[src/rtl/risc_fetch_pkg.sv]
// Shared constants and enums for the instruction-fetch stage.
package risc_fetch_pkg;

    localparam logic [31:0] RESET_ADDR = 32'd0;
    localparam logic [31:0] ILLOP_ADDR = 32'd4;
    localparam logic [31:0] XADR_ADDR  = 32'd8;
    localparam logic [31:0] IMEM_BYTES = 32'd512;

    // Redirect targets and fetch addresses drop bit 31 (supervisor) and the byte offset.
    localparam logic [31:0] PC_MASK     = 32'h7fff_ffff;
    localparam logic [31:0] TARGET_MASK = 32'h7fff_fffc;

    typedef enum logic {
        BOOT,
        RUN
    } fetch_state_t;

    typedef enum logic [2:0] {
        SEL_EXC,
        SEL_REDIR,
        SEL_IRQ,
        SEL_HOLD,
        SEL_ILLFETCH,
        SEL_SEQ
    } pc_sel_t;

endpackage

[src/rtl/fetch_stage_if.sv]
// Fetch-stage signal bundle: ROM port, decode/execute controls, IF/ID outputs.
interface fetch_stage_if;
    logic [31:0] pc_o;
    logic [31:0] instr_i;
    logic        stall_i;
    logic        redirect_valid_i;
    logic [31:0] redirect_target_i;
    logic        exc_i;
    logic        irq_i;
    logic        if_valid_o;
    logic [31:0] if_instr_o;
    logic [31:0] if_pc_plus4_o;
    logic [31:0] xp_o;
    logic        kernel_o;

    modport master (
        output pc_o, if_valid_o, if_instr_o, if_pc_plus4_o, xp_o, kernel_o,
        input  instr_i, stall_i, redirect_valid_i, redirect_target_i, exc_i, irq_i
    );

    modport slave (
        input  pc_o, if_valid_o, if_instr_o, if_pc_plus4_o, xp_o, kernel_o,
        output instr_i, stall_i, redirect_valid_i, redirect_target_i, exc_i, irq_i
    );
endinterface

[src/rtl/fetch_pc_sel.sv]
// Combinational next-PC priority encoder for the fetch stage.
module fetch_pc_sel
    import risc_fetch_pkg::*;
#(
    parameter logic [31:0] ILLOP_ADDR_P = ILLOP_ADDR,
    parameter logic [31:0] XADR_ADDR_P  = XADR_ADDR,
    parameter logic [31:0] IMEM_BYTES_P = IMEM_BYTES
) (
    input  logic [31:0] pc,
    input  logic        stall,
    input  logic        redirect_valid,
    input  logic [31:0] redirect_target,
    input  logic        exc,
    input  logic        irq,
    input  logic        kernel,
    output pc_sel_t     sel,
    output logic [31:0] next_pc
);

    logic ill_fetch;

    assign ill_fetch = (pc >= IMEM_BYTES_P) || (pc[1:0] != 2'b00);

    always_comb begin
        sel     = SEL_SEQ;
        next_pc = pc + 32'd4;
        if (exc) begin
            sel     = SEL_EXC;
            next_pc = ILLOP_ADDR_P;
        end else if (redirect_valid) begin
            sel     = SEL_REDIR;
            next_pc = redirect_target & TARGET_MASK;
        end else if (irq && !kernel && !stall) begin
            sel     = SEL_IRQ;
            next_pc = XADR_ADDR_P;
        end else if (stall) begin
            sel     = SEL_HOLD;
            next_pc = pc;
        end else if (ill_fetch) begin
            sel     = SEL_ILLFETCH;
            next_pc = ILLOP_ADDR_P;
        end
    end

endmodule

[src/rtl/fetch_stage.sv]
// Instruction-fetch stage: owns the PC, supervisor bit, exception return address and IF/ID register.
//
// state | meaning
// BOOT  | first cycle after reset release; nothing latched, pc holds
// RUN   | normal fetch; exceptions, redirects, interrupts and stalls evaluated
module fetch_stage
    import risc_fetch_pkg::*;
#(
    parameter logic [31:0] RESET_ADDR_P = RESET_ADDR,
    parameter logic [31:0] ILLOP_ADDR_P = ILLOP_ADDR,
    parameter logic [31:0] XADR_ADDR_P  = XADR_ADDR,
    parameter logic [31:0] IMEM_BYTES_P = IMEM_BYTES
) (
    input  logic          clk,
    input  logic          rst_n,
    fetch_stage_if.master fi
);

    fetch_state_t state;
    logic [31:0]  pc;
    logic [31:0]  pc_out;
    logic [31:0]  pc_plus4;
    logic [31:0]  next_pc;
    pc_sel_t      sel;

    assign pc_out   = pc & PC_MASK;
    assign pc_plus4 = pc_out + 32'd4;
    assign fi.pc_o  = pc_out;

    fetch_pc_sel #(
        .ILLOP_ADDR_P (ILLOP_ADDR_P),
        .XADR_ADDR_P  (XADR_ADDR_P),
        .IMEM_BYTES_P (IMEM_BYTES_P)
    ) u_pc_sel (
        .pc              (pc_out),
        .stall           (fi.stall_i),
        .redirect_valid  (fi.redirect_valid_i),
        .redirect_target (fi.redirect_target_i),
        .exc             (fi.exc_i),
        .irq             (fi.irq_i),
        .kernel          (fi.kernel_o),
        .sel             (sel),
        .next_pc         (next_pc)
    );

    always_ff @(posedge clk or negedge rst_n) begin
        if (!rst_n) begin
            state            <= BOOT;
            pc               <= RESET_ADDR_P;
            fi.kernel_o      <= 1'b1;
            fi.if_valid_o    <= 1'b0;
            fi.if_instr_o    <= 32'd0;
            fi.if_pc_plus4_o <= 32'd0;
            fi.xp_o          <= 32'd0;
        end else begin
            case (state)
                BOOT: state <= RUN;
                RUN: begin
                    pc <= next_pc;
                    case (sel)
                        SEL_EXC: begin
                            fi.xp_o       <= fi.if_pc_plus4_o;
                            fi.kernel_o   <= 1'b1;
                            fi.if_valid_o <= 1'b0;
                        end
                        SEL_REDIR: begin
                            // A redirect may drop supervisor mode but never enter it.
                            fi.kernel_o   <= fi.kernel_o & fi.redirect_target_i[31];
                            fi.if_valid_o <= 1'b0;
                        end
                        SEL_IRQ, SEL_ILLFETCH: begin
                            fi.xp_o       <= pc_plus4;
                            fi.kernel_o   <= 1'b1;
                            fi.if_valid_o <= 1'b0;
                        end
                        SEL_HOLD: ;
                        default: begin
                            fi.if_instr_o    <= fi.instr_i;
                            fi.if_pc_plus4_o <= pc_plus4;
                            fi.if_valid_o    <= 1'b1;
                        end
                    endcase
                end
                default: state <= BOOT;
            endcase
        end
    end

endmodule

[src/flat_wrapper.sv]
// flat-port wrapper written by rule: the top's interface ports become plain ports
module fetch_stage_flat import risc_fetch_pkg::*;
#(
    parameter logic [31:0] RESET_ADDR_P = RESET_ADDR,
    parameter logic [31:0] ILLOP_ADDR_P = ILLOP_ADDR,
    parameter logic [31:0] XADR_ADDR_P  = XADR_ADDR,
    parameter logic [31:0] IMEM_BYTES_P = IMEM_BYTES
)
  (clk, rst_n, fi_pc_o, fi_if_valid_o, fi_if_instr_o, fi_if_pc_plus4_o, fi_xp_o, fi_kernel_o, fi_instr_i, fi_stall_i, fi_redirect_valid_i, fi_redirect_target_i, fi_exc_i, fi_irq_i);
  fetch_stage_if fi_i ();
  input  logic clk;
  input  logic rst_n;
  output wire logic [$bits(fi_i.pc_o)-1:0] fi_pc_o;
  output wire logic [$bits(fi_i.if_valid_o)-1:0] fi_if_valid_o;
  output wire logic [$bits(fi_i.if_instr_o)-1:0] fi_if_instr_o;
  output wire logic [$bits(fi_i.if_pc_plus4_o)-1:0] fi_if_pc_plus4_o;
  output wire logic [$bits(fi_i.xp_o)-1:0] fi_xp_o;
  output wire logic [$bits(fi_i.kernel_o)-1:0] fi_kernel_o;
  input wire logic [$bits(fi_i.instr_i)-1:0] fi_instr_i;
  input wire logic [$bits(fi_i.stall_i)-1:0] fi_stall_i;
  input wire logic [$bits(fi_i.redirect_valid_i)-1:0] fi_redirect_valid_i;
  input wire logic [$bits(fi_i.redirect_target_i)-1:0] fi_redirect_target_i;
  input wire logic [$bits(fi_i.exc_i)-1:0] fi_exc_i;
  input wire logic [$bits(fi_i.irq_i)-1:0] fi_irq_i;
  assign fi_pc_o = fi_i.pc_o;
  assign fi_if_valid_o = fi_i.if_valid_o;
  assign fi_if_instr_o = fi_i.if_instr_o;
  assign fi_if_pc_plus4_o = fi_i.if_pc_plus4_o;
  assign fi_xp_o = fi_i.xp_o;
  assign fi_kernel_o = fi_i.kernel_o;
  assign fi_i.instr_i = fi_instr_i;
  assign fi_i.stall_i = fi_stall_i;
  assign fi_i.redirect_valid_i = fi_redirect_valid_i;
  assign fi_i.redirect_target_i = fi_redirect_target_i;
  assign fi_i.exc_i = fi_exc_i;
  assign fi_i.irq_i = fi_irq_i;
  fetch_stage #(.RESET_ADDR_P(RESET_ADDR_P), .ILLOP_ADDR_P(ILLOP_ADDR_P), .XADR_ADDR_P(XADR_ADDR_P), .IMEM_BYTES_P(IMEM_BYTES_P)) u_core (.clk(clk), .rst_n(rst_n), .fi(fi_i));
endmodule
[config.mk]
export PLATFORM = sky130hd
export DESIGN_NAME = fetch_stage_flat
export DESIGN_NICKNAME = d
export VERILOG_FILES = /design/src/rtl/risc_fetch_pkg.sv /design/src/rtl/fetch_stage_if.sv /design/src/rtl/fetch_pc_sel.sv /design/src/rtl/fetch_stage.sv /design/src/flat_wrapper.sv
export SDC_FILE = /design/constraint.sdc
export NUM_CORES = 1
export LEC_CHECK = 0
export ABC_CLOCK_PERIOD_IN_PS = 2200
export CORE_MARGIN = 2
export CORE_UTILIZATION = 43
export CTS_BUF_LIST = sky130_fd_sc_hd__clkbuf_2
export CTS_CLUSTER_SIZE = 30
export DETAILED_ROUTE_END_ITERATION = 10
export GPL_TIMING_DRIVEN = 0
export PLACE_DENSITY = 0.88
export SYNTH_ARGS = -nofsm -noshare
export SYNTH_HDL_FRONTEND = slang
export SYNTH_SLANG_ARGS = --single-unit
[constraint.sdc]
create_clock -name clk -period 2.2 [get_ports clk]
set_clock_uncertainty 0.1 [all_clocks]
set_input_delay 0.66 -clock clk [delete_from_list [all_inputs] [get_ports clk]]
set_output_delay 0.66 -clock clk [all_outputs]
set_load 0.02 [all_outputs]
==> flow_summary.yaml, run 1 <==
yosys:
  synth_top_area_share_pct: 53.1
  ys_ff_latch: 124
  async_reset_ff_share_pct: 100
  yosysTopAreaCell: "dfrtp_1"
  ys.flop_type: "dfrtp_1"
  synth-seq-area-share_pct: 53.5
  synth_enable_flop_cells: 0
  synth_area_per_cell_um2: 10.6
  synth.most_common_cell: "dfrtp_1"
  synth_area_leaders: "dfrtp_1, mux2_2, nand3_1, nand2_1, mux2i_1"
  synth_cell_types: 46
  yosys_warnings: 0
  syn_inst: 546
  syn_area_um2: 5800
  synthTopCellsByCount: "dfrtp_1, nand3_1, nand2_1"
timing:
  hold_viol: 0
  hold_ws_ns: 0.326
  worst_slew_pin_slew_ns: 0.635
  fmax_ghz: 0.452
  setup_violations: 1
  rsz0062_at_grt: "true"
  period_share_pct: 101
  worst_slack_ns: -0.0145
  drv_slew: 0
  min_period_ns: 2.21
  timing.slew.headroom_pct: 57.3
  setup_tns_ns: -0.0145
layout:
  fin_nets: 926
  multi_input_area_um2: 2730
  synthToLayoutAreaGrowth_pct: 53.3
  final-seq-area_um2: 3130
  diodes: 0
  final_cells: 1042
  n_fill_cell: 1030
  drive_gt1_share_pct: 41.7
setup_path:
  worstSetupPathType: "flip-flop to flip-flop"
  critPathLaunchType: "flip-flop"
  cp_max_fo: 10
  required_ns: 2.71
  crit_arrival_ns: 2.72
  crit_slowest_cell: "or4_4"
  slowest_delay_ns: 0.58
  crit_path_end_kind: "flip-flop"
  path_cells: "buf_8 -> nand3_2 -> or4_4 -> buf_6 -> o31a_1 -> nor3_2 -> o31ai_1"
global_route:
  antenna_found_initial: 0
  grt_pass1_wl_um: 28900
  grt_max_degree: 78
  grt_usage_pct: 25.9
  grt_pass1_vias: 5572
  overflow: 0
floorplan:
  ios: 200
  die_width_um: 120
  start_util_pct: 44.0
  fp.dieH_um: 120
  core_area_um2: 13200
  rows: 42
  die_area_um2: 14400
clocking:
  cts_sinks: 124
  clkSlewWorstSetupHoldPaths_ns: 0.20
  cts_buffers: 17
  worst_skew_pair.late_latency_ns: 0.73
  htreeDepth: 4
  root_buffer: "clkbuf_2"
  cts_buffer_depth: 2
  cts_tree: "built"
place:
  gp_congestion: 0.863
  dp_slack_ns: -0.780
  hpwl_um: 12400
  dp_cells: 919
  io_buffers: 190
detailed_routing:
  wl_per_cell_um: 18.4
  postRouteAntennaNets: 0
  finalWirelength_um: 19200
  drc: 0
  viasPerCell: 5.46
  drtIter0Drc: 405
  vias: 5693
  drt_pass1_iterations: 5
run_status:
  status: "finished, violations left"
  violations: "setup timing"
flow_run:
  cap_violations: 0
power:
  p_leak_nw: 4.44
  p_total_mw: 5.53
  vdd_drop_max_v: 0.000500
  powerDensity_nw_per_um2: 622
worst_hold_path:
  hold_path_class: "input port to async pin"
worst paths after layout:
check / start / endpoint / slack (ns) / cells past startpoint
worst min-delay path: rst_n / u_core.fi.if_pc_plus4_o[8]$_DFFE_PN0P_ / 0.33 / 2
worst max-delay path: u_core.pc[9]$_DFFE_PN0P_ / u_core.fi.xp_o[27]$_DFFE_PN0P_ / -0.01 / 7
max in group asynchronous: rst_n / u_core.pc[25]$_DFFE_PN0P_ / 0.90 / 3
worst max register to register: u_core.pc[9]$_DFFE_PN0P_ / u_core.fi.xp_o[27]$_DFFE_PN0P_ / -0.01 / 7
min in group clk: fi_redirect_target_i[11] / u_core.pc[11]$_DFFE_PN0P_ / 0.35 / 3
worst min register to register: u_core.fi.if_valid_o$_DFFE_PN0P_ / u_core.fi.if_valid_o$_DFFE_PN0P_ / 0.40 / 1
worst max-delay path, delay by kind of cell (launching register included):
kind,cells,cell delay (ns)
buffers and inverters,2,0.30
and+or+nand+nor,3,0.92
DFF,1,0.43
AOI/OAI and AO/OA,2,0.35
final cells by class:
cell class	count	share of cell area, %
Sequential cell	124	35.2
Multi-Input combinational cell	378	30.7
Timing Repair Buffer	285	24.8
Buffer	41	4.16
Tap cell	176	2.48
Clock inverter	11	1.17
Clock buffer	20	1.13
Inverter	7	0.295
stage by stage:
step,utilization [%],instance area (µm²)
6_report,67.4,8900
5_1_grt,67.4,8900
4_1_cts,66.4,8760
3_5_place_dp,60.8,8020
3_3_place_gp,60.6,7990
2_1_floorplan,-,5870
per-layer routing:
layer,GRT usage [%],up-vias,wire length [µm]
li1,-,2562,-
met4,12.2,0,611
met2,41.7,322,9480
met5,0,-,0
met3,6.27,54,1570
met1,33.0,2755,7540
registers in the layout, summed over array words and instances (netlist names):
register	flops
u_core.fi.if_pc_plus4_o	30
u_core.fi.if_instr_o	32
u_core.state	1
u_core.pc	29
u_core.fi.xp_o	30
u_core.fi.if_valid_o	1
u_core.fi.kernel_o	1
placed cells by master (no fill, tap or decap), types with 9 or more instances in the layout:
cell type and count:
clkbuf_2 23, buf_4 100, nand3_1 57, o31a_1 9, dfrtp_2 24, o31ai_1 12
mux2i_1 18, mux2_4 37, nor2_1 23, nand4_1 10, buf_2 103, clkbuf_1 10
buf_6 17, nor2b_1 23, nand2_1 53, o21ai_1 17, nor4_1 10, dfrtp_1 99
nor3_1 18, clkdlybuf4s50_1 66
repair_timing:
item	CTS	global route
gates cloned	1	2
setup buffers	63	27
gates resized for setup	481	171
endpoints found under the setup margin	217	168
pin swaps	5	8
hold buffers	1	0
hold endpoints to repair	47	0
cells by family after synthesis:
kind of cell / after synthesis / synth area share, %
AO/OA/AOI/OAI: 69 / 8.20
XOR/XNOR: 15 / 2.26
adder cells (fa/ha/maj): 2 / 0.431
buffers and inverters: 50 / 4.61
flip-flops: 124 / 53.5
multiplexers: 58 / 10.9
other: 2 / 0.129
AND/OR/NAND/NOR: 226 / 20.0
power breakdown:
group          switching [mW]  total [mW]  leakage, nW  internal (mW)
registers               0.144        2.64         1.65           2.49
logic                   0.813        1.54         2.65          0.723
clock network           0.854        1.36        0.136          0.507
Power figures use the tool's default switching activity.
==> inputs of run 2 (changes only) <==
ABC_CLOCK_PERIOD_IN_PS = 2800   (was 2200)
CORE_UTILIZATION = 45   (was 43)
clock period = 2.8 ns   (was 2.2 ns; I/O delays follow)
==> flow_summary.yaml, run 2 (synthesis gave the netlist of run 1 again) <==
run_status:
  status: "finished clean"
timing:
  setup_violations: 0
  timing.slew.headroom_pct: 65.0
  drv_slew: 0
  period_share_pct: 96.7
  setup_tns_ns: 0
  hold_viol: 0
  rsz0062_at_grt: "false"
  min_period_ns: 2.71
  hold_ws_ns: 0.386
  worst_slack_ns: 0.0935
  fmax_ghz: 0.369
  worst_slew_pin_slew_ns: 0.521
setup_path:
  path_buf_inv: 1
  cp_max_fo: 3
  worstSetupPathType: "flip-flop to primary output"
  slowest_delay_ns: 0.62
  crit_path_end_kind: "primary output"
  required_ns: 1.86
  crit_slowest_cell: "clkdlybuf4s50_1"
  critPathLaunchType: "flip-flop"
  cp_top_family: "buffers and inverters"
  reg2reg_slack_ns: 0.25
  path_cells: "clkdlybuf4s50_1"
  worst-path-stages: 1
  crit_arrival_ns: 1.77
  reg2regPathDepth: 7
floorplan:
  die_width_um: 118
  fp.dieH_um: 118
  die_area_um2: 13800
  start_util_pct: 46.0
  rows: 41
  core_area_um2: 12600
  ios: 200
layout:
  reg_top3: "u_core.fi.if_instr_o x32, u_core.fi.if_pc_plus4_o x30, u_core.fi.xp_o x30"
  largest_reg_flops: 32
  fin_nets: 838
  synthToLayoutAreaGrowth_pct: 43.2
  final_cells: 951
  final_common_cell: "clkdlybuf4s50_1"
  layout_common_cells: "clkdlybuf4s50_1, dfrtp_1, nand3_1, nand2_1, mux2_2"
  largest_register: "u_core.fi.if_instr_o"
  diodes: 0
  drive_gt1_share_pct: 14.1
power:
  vdd_drop_max_v: 0.000363
  powerDensity_nw_per_um2: 533
  p_leak_nw: 3.86
  p_total_mw: 4.43
global_route:
  grt_pass1_vias: 5285
  antenna_found_initial: 0
  grt_max_degree: 80
  overflow: 0
  grt_pass1_wl_um: 27500
  grt_usage_pct: 25.2
flow_run:
  cap_violations: 0
detailed_routing:
  postRouteAntennaNets: 0
  finalWirelength_um: 17100
  viasPerCell: 5.48
  drt_pass1_iterations: 5
  drtIter0Drc: 400
  vias: 5210
  wl_per_cell_um: 18.0
  drc: 0
place:
  io_buffers: 190
  hpwl_um: 12700
  gp_congestion: 0.875
  dp_cells: 915
  dp_slack_ns: -0.369
clocking:
  cts_tree: "built"
  cts_sinks: 124
  clkSlewWorstSetupHoldPaths_ns: 0.19
  htreeDepth: 4
  worst_skew_pair.late_latency_ns: 0.70
  cts_buffers: 17
  root_buffer: "clkbuf_2"
  cts_buffer_depth: 2
worst_hold_path:
  min_path_cells: 2
  hold_path_class: "flip-flop to flip-flop"
## run 2: changes by cell type in the layout (fill, tap and decap cells not counted), sizes merged, moves of 8 or more
cell / delta
buf: -203
clkdlybuf4s50: +96
dlygate4sd2: +17
dlymetal6s2s: +10
clkdlybuf4s15: -8
## run 2: routing by layer
metal / part of all wire [%] / global-route usage, % / vias to the layer above
met5: 0 / 0 / -
met4: 1.9 / 8.89 / 0
met3: 10 / 9.79 / 32
met2: 48 / 41.4 / 284
met1: 40 / 30.2 / 2497
li1: - / - / 2397
## run 2: worst paths after layout
kind	end	startpoint
setup / recovery	fi_if_pc_plus4_o[11]	u_core.fi.if_pc_plus4_o[11]$_DFFE_PN0P_
hold / removal	u_core.fi.kernel_o$_DFFE_PN1P_	u_core.fi.kernel_o$_DFFE_PN1P_
setup reg to reg	u_core.fi.xp_o[31]$_DFFE_PN0P_	u_core.pc[4]$_DFFE_PN0P_
hold reg to reg	u_core.fi.kernel_o$_DFFE_PN1P_	u_core.fi.kernel_o$_DFFE_PN1P_
max in group asynchronous	u_core.fi.if_pc_plus4_o[28]$_DFFE_PN0P_	rst_n
min in group asynchronous	u_core.fi.if_instr_o[4]$_DFFE_PN0P_	rst_n
## run 2: stage by stage
step	utilization, %	instance area [µm²]
3_3_place_gp	62.9	7940
6_report	65.8	8310
3_5_place_dp	63.2	7970
2_1_floorplan	-	5820
5_1_grt	65.8	8310
4_1_cts	65.3	8240
## run 2: power breakdown
group | switching, mW | internal (mW)
Clock | 0.677 | 0.584
Sequential | 0.135 | 1.95
Combinational | 0.564 | 0.514
Total | 1.38 | 3.05
## run 2: cell type report
cell class | count | area [µm²]
Buffer | 43 | 241
Clock buffer | 19 | 95.1
Clock inverter | 13 | 174
Fill cell | 995 | 4310
Inverter | 7 | 26.3
Multi-Input combinational cell | 378 | 2460
Sequential cell | 124 | 3110
Tap cell | 172 | 215
Timing Repair Buffer | 195 | 1980
## run 2: worst register-to-register path, delay by kind of cell, from the launching register on
family / cells / cell delay, ns
compound gates: 1 / 0.17
simple gates: 3 / 1.27
buf+inv: 2 / 0.40
flops: 1 / 0.39
mux: 1 / 0.14
## run 2: timing repair
action	in CTS	in global routing
setup endpoints to repair	23	96
setup buffers	0	3
hold buffers	1	0
gates resized for setup	25	12
endpoints found under the hold margin	45	0
pin swaps	0	2
==> inputs of run 3 (changes only) <==
ABC_AREA = 1   (was default)
ABC_CLOCK_PERIOD_IN_PS = 3000   (was 2800)
PLACE_DENSITY = 0.86   (was 0.88)
clock period = 3 ns   (was 2.8 ns; I/O delays follow)
==> flow_summary.yaml, run 3 <==
floorplan:
  core_area_um2: 13300
  start_util_pct: 46.3
  rows: 42
  ios: 200
  die_width_um: 121
  fp.dieH_um: 121
  die_area_um2: 14600
global_route:
  grt_max_degree: 64
  grt_pass1_vias: 5883
  antenna_found_initial: 0
  overflow: 0
  grt_usage_pct: 26.4
  grt_pass1_wl_um: 29800
clocking:
  cts_buffer_depth: 2
  cts_sinks: 124
  cts_buffers: 17
  clkSlewWorstSetupHoldPaths_ns: 0.18
  worst_skew_pair.late_latency_ns: 0.72
  root_buffer: "clkbuf_2"
  htreeDepth: 4
  post_cts_buffers: 0
  cts_tree: "built"
layout:
  drive_gt1_share_pct: 6.44
  diodes: 0
  reg_top3: "u_core.fi.if_instr_o x32, u_core.fi.if_pc_plus4_o x30, u_core.fi.xp_o x30"
  final_common_cell: "nand2_1"
  fin_nets: 1100
  largest_reg_flops: 32
  layout_common_cells: "nand2_1, clkdlybuf4s50_1, dfrtp_1, inv_1, nand3_1"
  largest_register: "u_core.fi.if_instr_o"
  synthToLayoutAreaGrowth_pct: 39.4
yosys:
  synth-seq-area-share_pct: 50.4
  syn_area_um2: 6150
  syn_inst: 811
  ys_ff_latch: 124
  synthTopCellsByCount: "nand2_1, dfrtp_1, inv_1"
  synth_cell_types: 28
  ys.flop_type: "dfrtp_1"
  async_reset_ff_share_pct: 100
  synth_area_leaders: "dfrtp_1, nand2_1, nand3_1, inv_1, nor2_1"
  yosysTopAreaCell: "dfrtp_1"
  synth_area_per_cell_um2: 7.59
  synth_enable_flop_cells: 0
  yosys_warnings: 0
  synth.most_common_cell: "nand2_1"
  synth_top_area_share_pct: 50.0
detailed_routing:
  vias: 6015
  met2WireLength_um: 8750
  finalWirelength_um: 18600
  drtIter0Drc: 326
  wl_per_cell_um: 15.3
  met3_length_um: 1630
  drc: 0
  drt_pass1_iterations: 7
  postRouteAntennaNets: 0
  met1_length_um: 7750
  viasPerCell: 4.94
  top_layer: "met4"
setup_path:
  crit_path_end_kind: "primary output"
  cp_top_family: "buffers and inverters"
  slowest_delay_ns: 0.62
  required_ns: 2.00
  path_cells: "clkdlybuf4s50_1"
  crit_arrival_ns: 1.90
  path_buf_inv: 1
  worstSetupPathType: "flip-flop to primary output"
  critPathLaunchType: "flip-flop"
  cp_max_fo: 2
  reg2regPathDepth: 10
  reg2reg_slack_ns: 0.70
  worstReg2RegStart: "u_core.pc[2]$_DFFE_PN0P_"
  crit_slowest_cell: "clkdlybuf4s50_1"
  r2r_end: "u_core.fi.xp_o[20]$_DFFE_PN0P_"
timing:
  rsz0062_at_grt: "false"
  setup_violations: 0
  period_share_pct: 96.7
  fmax_ghz: 0.345
  hold_ws_ns: 0.392
  drv_slew: 0
  worst_slack_ns: 0.100
  timing.slew.headroom_pct: 60.9
  hold_viol: 0
  setup_tns_ns: 0
  worst_slew_pin_slew_ns: 0.587
  min_period_ns: 2.90
worst_hold_path:
  min_from: "u_core.fi.if_instr_o[4]$_DFFE_PN0P_"
  hold_path_class: "flip-flop to flip-flop"
  min_path_cells: 2
  worstHoldEndpoint: "u_core.fi.if_instr_o[4]$_DFFE_PN0P_"
place:
  hpwl_um: 14100
  gp_congestion: 0.926
  dp_slack_ns: -0.350
  io_buffers: 190
power:
  p_leak_nw: 4.12
  vdd_drop_max_v: 0.000265
  powerDensity_nw_per_um2: 588
flow_run:
  cap_violations: 0
run_status:
  status: "finished clean"
run 3: cell count changes in the layout (fill, tap and decap cells not counted), sizes merged, moves of 18 or more:
cell / change
mux2: -40
nor2b: -23
inv: +93
clkdlybuf4s50: +27
nand3: +32
nor4: -18
nor2: +35
a21oi: +28
nand2: +232
mux2i: -18
run 3: logic make-up (layout without fill, tap and decap cells):
| logic type | count (synthesis) | count (layout) | synth area share (%) |
|---|---|---|---|
| buffers and inverters | 142 | 366 | 9.90 |
| AOI/OAI and AO/OA | 67 | 67 | 5.82 |
| adders and majority gates | 2 | 2 | 0.407 |
| DFF | 124 | 124 | 50.4 |
| other | 2 | 8 | 0.122 |
| xor gates and xnor gates | 21 | 21 | 2.99 |
| and+or+nand+nor | 453 | 453 | 30.3 |
run 3: how the worst max path moves through the flow:
| stage | start | endpoint | slack, ns | depth (start not counted) |
|---|---|---|---|---|
| after floorplan | fi_redirect_valid_i | u_core.fi.if_instr_o[12]$_DFFE_PN0P_ | 0.86 | 9 |
| after global placement | rst_n | u_core.fi.if_instr_o[26]$_DFFE_PN0P_ | -3.91 | 1 |
| after detailed placement | fi_exc_i | u_core.fi.if_pc_plus4_o[21]$_DFFE_PN0P_ | -0.35 | 7 |
| after CTS | u_core.pc[22]$_DFFE_PN0P_ | fi_pc_o[22] | 0.01 | 1 |
| after global routing | u_core.pc[11]$_DFFE_PN0P_ | fi_pc_o[11] | 0.002 | 1 |
| final | u_core.fi.kernel_o$_DFFE_PN1P_ | fi_kernel_o | 0.10 | 1 |
run 3: layout make-up:
class,count,area (µm²)
fill,1200,4720
sequential,124,3110
multi-input combinational,551,2460
timing repair buffer,192,1940
inverter,99,372
buffer,43,238
tap,176,220
clock inverter,14,151
clock buffer,18,90.1
run 3: routing by layer:
layer	global-route usage (%)	vias to the layer above
li1	-	2947
met1	32.9	2806
met2	42.9	226
met3	8.55	36
met4	9.96	0
met5	0	-
run 3: per-stage QoR:
stage | utilization (%) | cell area (µm²) | power [mW] | std cells
global placement | 62.4 | 8300 | 3.93 | 1183
floorplan | - | 6180 | 3.04 | 817
detailed placement | 62.6 | 8330 | 3.98 | 1184
global route | 64.5 | 8580 | 5.33 | 1217
CTS | 64.5 | 8580 | 5.09 | 1217
finish | 64.5 | 8580 | 5.04 | 1217
run 3: power by group:
part / leakage [nW] / total, mW / switching, mW / internal, mW
clock: 0.140 / 1.10 / 0.643 / 0.454
sequential: 1.60 / 2.18 / 0.210 / 1.97
combinational: 2.38 / 1.76 / 0.962 / 0.799
run 3: timing repair:
item | CTS | global route
hold buffers | 1 | 0
gates resized for setup | 1 | 0
endpoints found under the setup margin | 1 | 0
hold endpoints to repair | 58 | 0
